**src/rtl/mips_pkg.sv**
```systemverilog
// Shared definitions for the instruction-memory boot loader: loader state
// encoding, the default frame start byte and a small state helper.
package mips_pkg;

    // Loader sequencing states, in frame order, followed by the two terminal states.
    typedef enum logic [2:0] {
        ST_IDLE   = 3'd0,
        ST_LEN_HI = 3'd1,
        ST_LEN_LO = 3'd2,
        ST_DATA   = 3'd3,
        ST_CHECK  = 3'd4,
        ST_DONE   = 3'd5,
        ST_ERROR  = 3'd6
    } loader_state_e;

    localparam logic [7:0] DEFAULT_MAGIC = 8'hA5;

    // Terminal states stop consuming bytes until a restart.
    function automatic logic accepts_bytes(input loader_state_e s);
        return !((s == ST_DONE) || (s == ST_ERROR));
    endfunction

endpackage

```
**src/rtl/imem_boot_loader_word_assembler.sv**
```systemverilog
// Byte-to-word assembler: shifts payload bytes MSB first into a 32-bit word,
// tracks the byte position inside the word and keeps the running XOR checksum.
module imem_word_assembler (
    input  logic        clk_i,
    input  logic        rst_i,
    input  logic        clear_i,
    input  logic        byte_valid_i,
    input  logic [7:0]  byte_i,
    output logic        word_done_o,
    output logic [31:0] word_o,
    output logic [7:0]  checksum_o
);

    logic [23:0] shift_q, shift_d;
    logic [1:0]  idx_q, idx_d;
    logic [7:0]  csum_q, csum_d;

    // The completed word is presented combinationally with the 4th byte so the
    // parent can register it on the very edge that consumes that byte.
    always_comb begin
        word_done_o = byte_valid_i && (idx_q == 2'd3);
        word_o      = {shift_q, byte_i};
        checksum_o  = csum_q;
    end

    // Next-state for shift register, byte index and checksum.
    always_comb begin
        shift_d = shift_q;
        idx_d   = idx_q;
        csum_d  = csum_q;
        if (clear_i) begin
            shift_d = '0;
            idx_d   = '0;
            csum_d  = '0;
        end else if (byte_valid_i) begin
            shift_d = {shift_q[15:0], byte_i};
            idx_d   = idx_q + 2'd1;
            csum_d  = csum_q ^ byte_i;
        end
    end

    // State registers.
    always_ff @(posedge clk_i or posedge rst_i) begin
        if (rst_i) begin
            shift_q <= '0;
            idx_q   <= '0;
            csum_q  <= '0;
        end else begin
            shift_q <= shift_d;
            idx_q   <= idx_d;
            csum_q  <= csum_d;
        end
    end

endmodule

```
**src/rtl/imem_boot_loader.sv**
```systemverilog
// Boot loader: parses MAGIC, 16-bit word count, N big-endian words and an XOR
// checksum from a valid/ready byte stream, writes each word into instruction
// memory and releases the core's reset only once the image has verified.
module imem_boot_loader
    import mips_pkg::*;
#(
    parameter int                    ADDR_WIDTH = 32,
    parameter logic [ADDR_WIDTH-1:0] BASE_ADDR  = '0,
    parameter int                    MAX_WORDS  = 256,
    parameter logic [7:0]            MAGIC      = DEFAULT_MAGIC
) (
    input  logic                  clk_i,
    input  logic                  reset_i,
    input  logic                  in_valid_i,
    input  logic [7:0]            in_data_i,
    output logic                  in_ready_o,
    input  logic                  restart_i,
    output logic                  imem_we_o,
    output logic [ADDR_WIDTH-1:0] imem_addr_o,
    output logic [31:0]           imem_wdata_o,
    output logic                  cpu_reset_o,
    output logic                  done_o,
    output logic                  error_o
);

    localparam logic [16:0]           MAX_WORDS_W = 17'(MAX_WORDS);
    localparam logic [ADDR_WIDTH-1:0] ADDR_STEP   = ADDR_WIDTH'(4);

    loader_state_e         state_q, state_d;
    logic [7:0]            len_hi_q, len_hi_d;
    logic [15:0]           n_words_q, n_words_d;
    logic [15:0]           word_cnt_q, word_cnt_d;
    logic [ADDR_WIDTH-1:0] addr_q, addr_d;
    logic [31:0]           wdata_q, wdata_d;
    logic                  we_q, we_d;

    logic        xfer;
    logic        restart_fire;
    logic        asm_valid;
    logic        word_done;
    logic [31:0] word;
    logic [7:0]  checksum;
    logic [15:0] len_full;

    // Handshake and frame-field decode shared by the FSM and the assembler.
    always_comb begin
        in_ready_o   = accepts_bytes(state_q);
        xfer         = in_valid_i && in_ready_o;
        restart_fire = restart_i && !accepts_bytes(state_q);
        asm_valid    = xfer && (state_q == ST_DATA);
        len_full     = {len_hi_q, in_data_i};
    end

    imem_word_assembler u_asm (
        .clk_i        (clk_i),
        .rst_i        (reset_i),
        .clear_i      (restart_fire),
        .byte_valid_i (asm_valid),
        .byte_i       (in_data_i),
        .word_done_o  (word_done),
        .word_o       (word),
        .checksum_o   (checksum)
    );

    // Next-state logic: frame sequencing, word counting and write address.
    always_comb begin
        state_d    = state_q;
        len_hi_d   = len_hi_q;
        n_words_d  = n_words_q;
        word_cnt_d = word_cnt_q;
        wdata_d    = wdata_q;
        we_d       = 1'b0;
        // The address is held through the write pulse and steps right after it.
        addr_d     = we_q ? (addr_q + ADDR_STEP) : addr_q;

        unique case (state_q)
            ST_IDLE: begin
                if (xfer && (in_data_i == MAGIC)) begin
                    state_d = ST_LEN_HI;
                end
            end
            ST_LEN_HI: begin
                if (xfer) begin
                    len_hi_d = in_data_i;
                    state_d  = ST_LEN_LO;
                end
            end
            ST_LEN_LO: begin
                if (xfer) begin
                    n_words_d = len_full;
                    if ({1'b0, len_full} > MAX_WORDS_W) begin
                        state_d = ST_ERROR;
                    end else if (len_full == 16'd0) begin
                        state_d = ST_CHECK;
                    end else begin
                        state_d = ST_DATA;
                    end
                end
            end
            ST_DATA: begin
                if (word_done) begin
                    wdata_d    = word;
                    we_d       = 1'b1;
                    word_cnt_d = word_cnt_q + 16'd1;
                    if ((word_cnt_q + 16'd1) == n_words_q) begin
                        state_d = ST_CHECK;
                    end
                end
            end
            ST_CHECK: begin
                if (xfer) begin
                    state_d = (in_data_i == checksum) ? ST_DONE : ST_ERROR;
                end
            end
            ST_DONE, ST_ERROR: begin
                if (restart_fire) begin
                    state_d    = ST_IDLE;
                    len_hi_d   = '0;
                    n_words_d  = '0;
                    word_cnt_d = '0;
                    addr_d     = BASE_ADDR;
                end
            end
            default: state_d = ST_IDLE;
        endcase
    end

    // Registered state; reset aborts any frame in progress immediately.
    always_ff @(posedge clk_i or posedge reset_i) begin
        if (reset_i) begin
            state_q    <= ST_IDLE;
            len_hi_q   <= '0;
            n_words_q  <= '0;
            word_cnt_q <= '0;
            addr_q     <= BASE_ADDR;
            wdata_q    <= '0;
            we_q       <= 1'b0;
        end else begin
            state_q    <= state_d;
            len_hi_q   <= len_hi_d;
            n_words_q  <= n_words_d;
            word_cnt_q <= word_cnt_d;
            addr_q     <= addr_d;
            wdata_q    <= wdata_d;
            we_q       <= we_d;
        end
    end

    // Status outputs decode directly from the registered state, so done and
    // error are mutually exclusive and the core runs only in DONE.
    always_comb begin
        imem_we_o    = we_q;
        imem_addr_o  = addr_q;
        imem_wdata_o = wdata_q;
        done_o       = (state_q == ST_DONE);
        error_o      = (state_q == ST_ERROR);
        cpu_reset_o  = (state_q != ST_DONE);
    end

endmodule

```
**config.mk**
```make
export PLATFORM = sky130hd
export DESIGN_NAME = imem_boot_loader
export DESIGN_NICKNAME = d
export VERILOG_FILES = /design/src/rtl/mips_pkg.sv /design/src/rtl/imem_boot_loader_word_assembler.sv /design/src/rtl/imem_boot_loader.sv
export SDC_FILE = /design/constraint.sdc
export NUM_CORES = 1
export LEC_CHECK = 0
export ABC_AREA = 0
export BUFFER_PORTS_ARGS = -buffer_cell sky130_fd_sc_hd__buf_2
export CAP_MARGIN = 20
export CORE_UTILIZATION = 25
export CTS_CLUSTER_DIAMETER = 40
export DETAILED_ROUTE_END_ITERATION = 8
export GPL_TIMING_DRIVEN = 0
export PLACE_DENSITY = 0.53
export SLEW_MARGIN = 20
export SYNTH_ARGS = -nofsm -noshare
export SYNTH_HDL_FRONTEND = slang
export SYNTH_HIERARCHICAL = 1
export SYNTH_SLANG_ARGS = --single-unit
export TNS_END_PERCENT = 50
```
**constraint.sdc**
```tcl
create_clock -name clk_i -period 5.1 [get_ports clk_i]
set_clock_uncertainty 0.1 [all_clocks]
set_input_delay 0.51 -clock clk_i [delete_from_list [all_inputs] [get_ports clk_i]]
set_output_delay 0.51 -clock clk_i [all_outputs]
set_load 0.1 [all_outputs]
```
==> results.json, run 1 <==
{
  "synth_edf_count": 0,
  "finalMaxSlewViolations": 0,
  "root_buffer": "clkbuf_16",
  "grt_pass1_vias": 5298,
  "grt_pass1_wl_mm": 29.3,
  "place_congestion": 0.800,
  "worstSetupStartpointType": "register",
  "power_density_nw_per_um2": 530,
  "status": "finished, final reports clean",
  "tns_ns": 0,
  "ir_drop_v": 0.000227,
  "place_area_um2": 7860,
  "synth_top_area_cell": "dfrtp_1",
  "grt_max_degree": 55,
  "synthesis.yosys.warnings": 6,
  "rows": 60,
  "dieHeight_um": 169,
  "wirelength_mm": 17.9,
  "area_growth_pct": 21.0,
  "core_um2": 27200,
  "die_x_um": 169,
  "ys_ff_latch": 140,
  "clk_latency_ns": 0.43,
  "start_util_pct": 25.6,
  "ys_seq_area_share_pct": 50.3,
  "ys_top_cells_by_area": "dfrtp_1 50%, nand2_1 8.4%, nor2_1 4.2%",
  "p_leak_nw": 4.02,
  "gr-total-overflow": 0,
  "dp_hpwl_mm": 12.7,
  "cts_sinks": 140,
  "hold_viol": 0,
  "drcViolationCount": 0,
  "max-cap-violations": 0,
  "cts_resized": 0,
  "synth_cell_type_count": 66,
  "io_buffers": 78,
  "rsz0062_at_grt": "false",
  "cts_tree": "yes",
  "antenna_found_initial": 1,
  "io_pins": 81,
  "dr.pass1.iters": 4,
  "htree_levels": 4,
  "grtUsageTotal_pct": 13.3,
  "async_flop_share_pct": 100,
  "clkTransAtPathRegs_ns": 0.07,
  "min_path_type": "in -> async",
  "setup_violations": 0,
  "cts-buffers-inserted": 17,
  "vias": 5451,
  "worstPathMaxFanout": 10,
  "initialDrtViolationCount": 248,
  "drive_above_1_share_pct": 19.7,
  "nNetsFinal": 851,
  "syn_avg_cell_area_um2": 9.45,
  "critical_path_class": "reg -> out",
  "cts_max_path_buffers": 2,
  "wl_per_cell_um": 14.7,
  "via_per_inst": 4.46,
  "fin_area_um2": 8430,
  "yosys-top-cells-count": "156 x nand2_1, 140 x dfrtp_1, 77 x nor2_1",
  "worst_pin_slew_ns": 0.821,
  "endpoint_kind": "output pin",
  "synth_most_common_cell": "nand2_1",
  "cts_setup_buffers": 0,
  "postRouteAntennaNets": 0,
  "relSlewSlack_pct": 45.3,
  "syn_inst": 737,
  "post-route-period-util_pct": 68.4,
  "required_ns": 4.49,
  "dieArea_um2": 28500,
  "fmax_mhz": 287,
  "timing.final.crit_period_ns": 3.49,
  "synth.cell_area_um2": 6960,
  "synth_top_area_share_pct": 50.3,
  "cts_hold_buf": 0,
  "synthFlopType": "dfrtp_1",
  "cp.arrival_ns": 2.88
}
==> power by group <==
group	total, mW	switching (mW)	internal (mW)
clock network	1.21	0.527	0.680
logic	1.61	1.14	0.474
registers	1.65	0.254	1.39
==> flip-flops by register name, indices dropped and copies added, names as in the netlist <==
signal / cells
imem_we_o: 1
u_asm/shift_q: 24
state_q: 3
word_cnt_q: 16
imem_addr_o: 30
u_asm/idx_q: 2
len_hi_q: 8
imem_wdata_o: 32
u_asm/checksum_o: 8
n_words_q: 16
==> metrics by stage <==
stage          utilization (%)  instances  worst slack (ns)  power, mW  hold slack, ns
3_5_place_dp              28.9       1189              1.87       3.29           0.357
4_1_cts                   31.0       1221              1.54       4.51          0.0652
6_report                  31.0       1222              1.61       4.46          0.0503
3_3_place_gp              28.8       1188            0.0827       3.27           0.357
2_1_floorplan                -        738              1.44       2.93           0.338
5_1_grt                   31.0       1221              1.34       4.73          0.0919
==> cells by family (layout without fill, tap and decap cells) <==
group / Yosys count / in the layout / synth area share [%]
flops: 140 / 140 / 50.3
compound gates: 98 / 98 / 8.95
buf+inv: 68 / 179 / 5.70
xor+xnor: 63 / 63 / 7.92
other cells: 1 / 3 / 0.0538
mux: 28 / 28 / 4.04
simple gates: 335 / 335 / 22.4
fa+ha+maj: 4 / 4 / 0.683
==> worst paths after layout <==
path                                  from                 to  slack [ns]  cells after the start
max reg2reg                     state_q[1]  u_asm/shift_q[10]        1.92                     10
min reg2reg                imem_wdata_o[0]    imem_wdata_o[0]        0.37                      2
max in group asynchronous          reset_i       n_words_q[9]        4.18                      3
max                             state_q[1]         in_ready_o        1.61                      7
min in group clk_i            in_data_i[6]       n_words_q[6]        0.35                      3
min                                reset_i   imem_wdata_o[21]        0.05                      2
==> area by class of cell <==
cell class                 instances  area (um2)
timing repair buffer              79         418
inverter                          20        80.1
buffer                            48         322
clock buffer                      18         429
multi-input combinational        530        3070
sequential                       140        3500
tap                              372         465
clock inverter                    14         138
fill                            2909       18800
antenna                            1        2.50
==> metal layers <==
layer / GRT usage (%) / part of all wire [%] / up-vias
met5: 0 / 0 / -
met4: 3.87 / 1.1 / 0
met3: 2.76 / 3.6 / 18
met2: 22.3 / 49 / 103
met1: 17.1 / 46 / 2656
li1: - / - / 2674
==> worst max-delay path, cell delays in order (launching register included) <==
cell and delay (ns):
dfrtp_1 0.32, clkbuf_1 0.32, nand2b_1 0.24, or2_2 0.16, inv_2 0.03, nor2_1 0.45, clkbuf_1 0.41, buf_2 0.51
==> placed cells by master, fill, tap and decap left out, types with 3 or more instances in the layout <==
cell type,count
clkbuf_1,18
inv_6,6
buf_6,7
mux2i_1,27
nor2_1,77
clkbuf_16,17
xnor2_1,30
clkbuf_8,4
nor3_1,10
xor2_1,33
ha_1,3
dfrtp_1,140
buf_1,3
o31ai_1,4
and4_1,4
o22ai_1,3
a21bo_1,5
inv_1,17
buf_2,83
or3_1,3
nor4_1,7
clkinvlp_4,5
a21bo_2,3
nand3b_1,8
nand2_1,156
nand4_1,16
and3_1,9
nand3_1,22
a21oi_2,5
nand2b_1,3
buf_4,11
a21oi_1,12
o21ai_0,48
No activity file was read; power rests on OpenSTA's default activity.
==> run 2: changes to the inputs <==
PLACE_DENSITY = 0.54   (was 0.53)
clock period = 3 ns   (was 5.1 ns; I/O delays follow)
==> run 2 against run 1 <==
Compared with the run above:
- total power is 76% higher
- sequential share of layout area is 0.64 points lower
- combinational power up 70%
- critical path depth decreased by 1
- cell count about the same
- sequential power rose by 72%
- worst setup slack got worse by 1.4 ns
- clock power rose by 88%
- hold slack improved by 0.12 ns
- largest power group unchanged
==> results.json, run 2 (synthesized netlist as in run 1, its figures left out) <==
{
  "area_growth_pct": 22.9,
  "max-cap-violations": 0,
  "dieHeight_um": 169,
  "r2r-start": "state_q[1]",
  "fill_cells": 2878,
  "finalMaxSlewViolations": 0,
  "grtUsageTotal_pct": 13.3,
  "clk_latency_ns": 0.42,
  "gr-total-overflow": 0,
  "place_inst": 1191,
  "place_congestion": 0.804,
  "cp-startpoint": "state_q[1]",
  "via_per_inst": 4.44,
  "dp_hpwl_mm": 12.9,
  "status": "finished, final reports clean",
  "start_util_pct": 25.6,
  "root_buffer": "clkbuf_16",
  "worst_pin_slew_ns": 0.808,
  "worstSetupStartpointType": "register",
  "drcViolationCount": 0,
  "p_leak_nw": 4.12,
  "required_ns": 2.60,
  "core_um2": 27200,
  "post-route-period-util_pct": 93.4,
  "vias": 5429,
  "reg2reg_setup_slack_ns": 0.21,
  "rows": 60,
  "hold_viol": 0,
  "power_density_nw_per_um2": 916,
  "dr.pass1.iters": 4,
  "cts_setup_buffers": 0,
  "cts_sinks": 140,
  "fmax_mhz": 357,
  "antenna_found_initial": 1,
  "dp_slack_ns": -0.244,
  "crit_family": "simple AND/OR/NAND/NOR gates",
  "initialDrtViolationCount": 216,
  "fin_area_um2": 8560,
  "endpoint_kind": "output pin",
  "cpMaxStageDelayCell": "dfrtp_1",
  "wl_per_cell_um": 14.8,
  "tns_ns": 0,
  "critical_path_class": "reg -> out",
  "final_cell_mix": "156 x nand2_1, 140 x dfrtp_1, 86 x buf_2",
  "cp.arrival_ns": 2.40,
  "place_area_um2": 7900,
  "layout_commonest_cell": "nand2_1",
  "setup_violations": 0,
  "crit_buf_inv": 3,
  "wirelength_mm": 18.1,
  "ir_drop_v": 0.000489,
  "largest_reg_flops": 32,
  "dieArea_um2": 28500,
  "relSlewSlack_pct": 46.0,
  "postRouteAntennaNets": 0,
  "die_x_um": 169,
  "holdCritStartpoint": "in_data_i[7]",
  "rsz0062_at_grt": "true",
  "worstPathMaxFanout": 10,
  "max_stage_delay_ns": 0.52,
  "htree_levels": 4,
  "worst_slack_ns": 0.198,
  "cts-buffers-inserted": 17,
  "timing.final.crit_period_ns": 2.80,
  "nNetsFinal": 852,
  "cts_max_path_buffers": 2,
  "cts_tree": "yes",
  "drive_above_1_share_pct": 21.3,
  "clkTransAtPathRegs_ns": 0.06,
  "io_buffers": 78,
  "min_path_type": "in -> reg",
  "grt_pass1_vias": 5352,
  "finalNonFillerCells": 1223,
  "grt_max_degree": 35,
  "grt_pass1_wl_mm": 29.9,
  "crit_chain": "nand2b_1, or2_2, inv_4, nor2_2, clkbuf_2, buf_4",
  "io_pins": 81
}
==> run 2: cell count changes in the layout (fill, tap and decap cells not counted), moves of 2 or more <==
cell	before	now
clkbuf_2	1	4
buf_12	0	3
clkinv_4	0	3
nor2_1	77	75
clkinvlp_4	5	1
clkbuf_8	4	8
inv_6	6	2
buf_1	3	1
buf_2	83	86
clkbuf_1	18	10
bufinv_16	1	3
==> run 2: final cells by class <==
class	count	area (um2)	area share, %
repair buffers	82	463	5.41
clock buffers	21	480	5.61
inverters	20	81.3	0.950
clock inverters	11	155	1.81
diodes	1	2.50	0.0292
flip-flops and latches	140	3500	40.9
plain buffers	46	323	3.77
multi-input cells	530	3080	36.0
well taps	372	465	5.44
==> run 2: worst register-to-register path, delay by kind of cell (launching register included) <==
family | cells | cell delay (ns)
buffers and inverters | 4 | 0.96
flip-flops | 1 | 0.52
AND/OR/NAND/NOR | 5 | 0.97
AO/OA/AOI/OAI | 1 | 0.15
==> run 2: repair_timing <==
item                                    CTS  global route
cloned                                    0             0
gates resized for setup                   9             4
endpoints found under the setup margin   56            53
endpoints found under the hold margin    56             0
hold buffers                              1             0
==> run 2: per-stage QoR <==
step | total power, mW | hold WS (ns) | utilization (%)
finish | 7.84 | 0.171 | 31.5
global route | 8.29 | 0.174 | 31.5
CTS | 7.93 | 0.151 | 31.5
detailed placement | 5.61 | 0.311 | 29.1
global placement | 5.56 | 0.356 | 28.8
floorplan | 5.00 | 0.336 | -
==> run 2: path summary, 6_finish.rpt <==
kind,endpoint,cells past startpoint
worst min-delay path,n_words_q[7],3
min in group asynchronous,imem_wdata_o[8],3
max in group asynchronous,imem_addr_o[27],5
worst max register to register,word_cnt_q[11],10
worst min register to register,imem_wdata_o[28],2
worst max-delay path,in_ready_o,6
==> run 2: report_power, final <==
part / switching [mW] / total [mW] / internal [mW]
combinational: 1.92 / 2.74 / 0.816
clock: 0.863 / 2.27 / 1.41
sequential: 0.461 / 2.83 / 2.37
total: 3.24 / 7.84 / 4.59
==> run 2: per-layer routing <==
metal  vias up  global-route usage [%]  routed length (um)
li1       2678                       -                   -
met1      2651                    17.8                8590
met2        90                    21.9                8760
met3        10                    2.85                 578
met4         0                    3.08                 159
met5         -                       0                   0
==> run 3: changes to the inputs <==
--- a/constraint.sdc
+++ b/constraint.sdc
@@ -3,3 +3,3 @@
 set_input_delay 0.3 -clock clk_i [delete_from_list [all_inputs] [get_ports clk_i]]
 set_output_delay 0.3 -clock clk_i [all_outputs]
-set_load 0.1 [all_outputs]
+set_load 0.02 [all_outputs]
==> run 3 against run 2 <==
Compared with the run above:
- critical path depth down 1
- combinational power down 31%
- via count about the same
- global-route usage about the same
- cell count about the same
- register-to-register slack better by 0.03 ns
- non-clock buffer count unchanged
- clock power down 4%
- hold slack worse by 0.012 ns
- highest routed layer unchanged
==> results.json, run 3 (synthesized netlist as in run 1, its figures left out) <==
{
  "status": "finished, final reports clean",
  "final_cell_mix": "156 x nand2_1, 140 x dfrtp_1, 86 x buf_2",
  "rows": 60,
  "dp_hpwl_mm": 12.9,
  "dr.pass1.iters": 5,
  "finalMaxSlewViolations": 0,
  "dieArea_um2": 28500,
  "cp.arrival_ns": 2.37,
  "cp-endpoint": "in_ready_o",
  "post-route-period-util_pct": 92.2,
  "root_buffer": "clkbuf_16",
  "min_path_type": "in -> reg",
  "worst_pin_slew_ns": 0.834,
  "p_leak_nw": 4.09,
  "io_buffers": 78,
  "wirelength_mm": 18.2,
  "drcViolationCount": 0,
  "core_um2": 27200,
  "grt_pass1_wl_mm": 29.4,
  "grt_pass1_vias": 5370,
  "power_density_nw_per_um2": 812,
  "fill_cells": 2928,
  "antenna_found_initial": 1,
  "endpoint_kind": "output pin",
  "cts_sinks": 140,
  "largest_reg_flops": 32,
  "htree_levels": 4,
  "holdWs_ns": 0.160,
  "cp-startpoint": "state_q[0]",
  "seqCellArea_um2": 3500,
  "start_util_pct": 25.6,
  "postRouteAntennaNets": 0,
  "gr-total-overflow": 0,
  "die_x_um": 169,
  "grtUsageTotal_pct": 13.3,
  "setup_violations": 0,
  "final_core_util_pct": 31.3,
  "clk_latency_ns": 0.42,
  "ir_drop_v": 0.000345,
  "via_per_inst": 4.44,
  "r2r-start": "state_q[0]",
  "cts-buffers-inserted": 17,
  "fmax_mhz": 361,
  "rsz0062_at_grt": "false",
  "hold_viol": 0,
  "drive_above_1_share_pct": 21.0,
  "place_area_um2": 7890,
  "clkTransAtPathRegs_ns": 0.06,
  "dieHeight_um": 169,
  "reg2reg_setup_slack_ns": 0.24,
  "worstSetupStartpointType": "register",
  "critical_path_class": "reg -> out",
  "fin_area_um2": 8510,
  "r2r.worst_path.cells": 10,
  "cts_max_path_buffers": 2,
  "r2r-end": "imem_wdata_o[2]",
  "vias": 5427,
  "required_ns": 2.60,
  "cts_setup_buffers": 0,
  "wl_per_cell_um": 14.9,
  "area_growth_pct": 22.2,
  "worstPathMaxFanout": 10,
  "grt_max_degree": 35,
  "tns_ns": 0,
  "cts_tree": "yes",
  "initialDrtViolationCount": 274,
  "layout_commonest_cell": "nand2_1",
  "io_pins": 81,
  "relSlewSlack_pct": 44.3,
  "max-cap-violations": 0,
  "multiInputGateArea_um2": 3080,
  "timing.final.crit_period_ns": 2.77,
  "place_congestion": 0.814,
  "nNetsFinal": 852
}
## run 3: changes by cell type in the layout (fill, tap and decap cells not counted), moves of 2 or more
cell and change:
clkbuf_1 +3, inv_6 +2, clkbuf_8 -3, inv_2 +2
## run 3: what timing repair did
item	4_1_cts	5_1_grt
hold buffers	1	0
endpoints found under the setup margin	60	78
pin swaps	0	0
hold endpoints to repair	53	0
resized for setup	9	1
## run 3: worst min path at each step
stage | startpoint | slack, ns | cells past startpoint | to
3_5_place_dp | reset_i | 0.28 | 2 | imem_wdata_o[19]
2_1_floorplan | reset_i | 0.34 | 1 | u_asm/checksum_o[0]
4_1_cts | in_data_i[6] | 0.14 | 3 | n_words_q[6]
6_report | in_data_i[6] | 0.16 | 3 | n_words_q[6]
5_1_grt | in_data_i[6] | 0.16 | 3 | len_hi_q[6]
3_3_place_gp | imem_wdata_o[23] | 0.36 | 2 | imem_wdata_o[23]
## run 3: layout make-up
| cell class | instances | share of cell area (%) |
|---|---|---|
| well taps | 372 | 5.47 |
| clock buffers | 19 | 5.20 |
| repair buffers | 82 | 5.41 |
| plain buffers | 46 | 3.78 |
| inverters | 20 | 0.926 |
| clock inverters | 12 | 1.88 |
| multi-input cells | 530 | 36.1 |
| flip-flops and latches | 140 | 41.2 |
| diodes | 1 | 0.0294 |
## run 3: power breakdown
group	switching, mW	internal [mW]	leakage [nW]
registers	0.460	2.37	1.89
clock network	0.847	1.34	0.295
logic	1.09	0.810	1.90
total	2.40	4.51	4.09
## run 3: worst max-delay path, stage by stage (launching register included)
cell and delay, ns:
dfrtp_1 0.52, nand2b_1 0.27, nor2_1 0.10, nor2_2 0.37, clkbuf_1 0.42, buf_2 0.25
## run 3: metrics by stage
step / total power [mW] / setup slack [ns] / cells
finish: 6.91 / 0.233 / 1222
global route: 7.34 / 0.0179 / 1221
floorplan: 4.18 / 0.518 / 738
CTS: 7.01 / 0.0287 / 1223
global placement: 4.73 / -0.326 / 1188
detailed placement: 4.78 / -0.332 / 1191
## run 3: layer usage
metal | wire length, um | vias to the layer above | track usage, %
li1 | - | 2671 | -
met1 | 8380 | 2634 | 17.4
met2 | 8800 | 106 | 21.5
met3 | 710 | 16 | 3.06
met4 | 259 | 0 | 4.19
met5 | 0 | - | 0
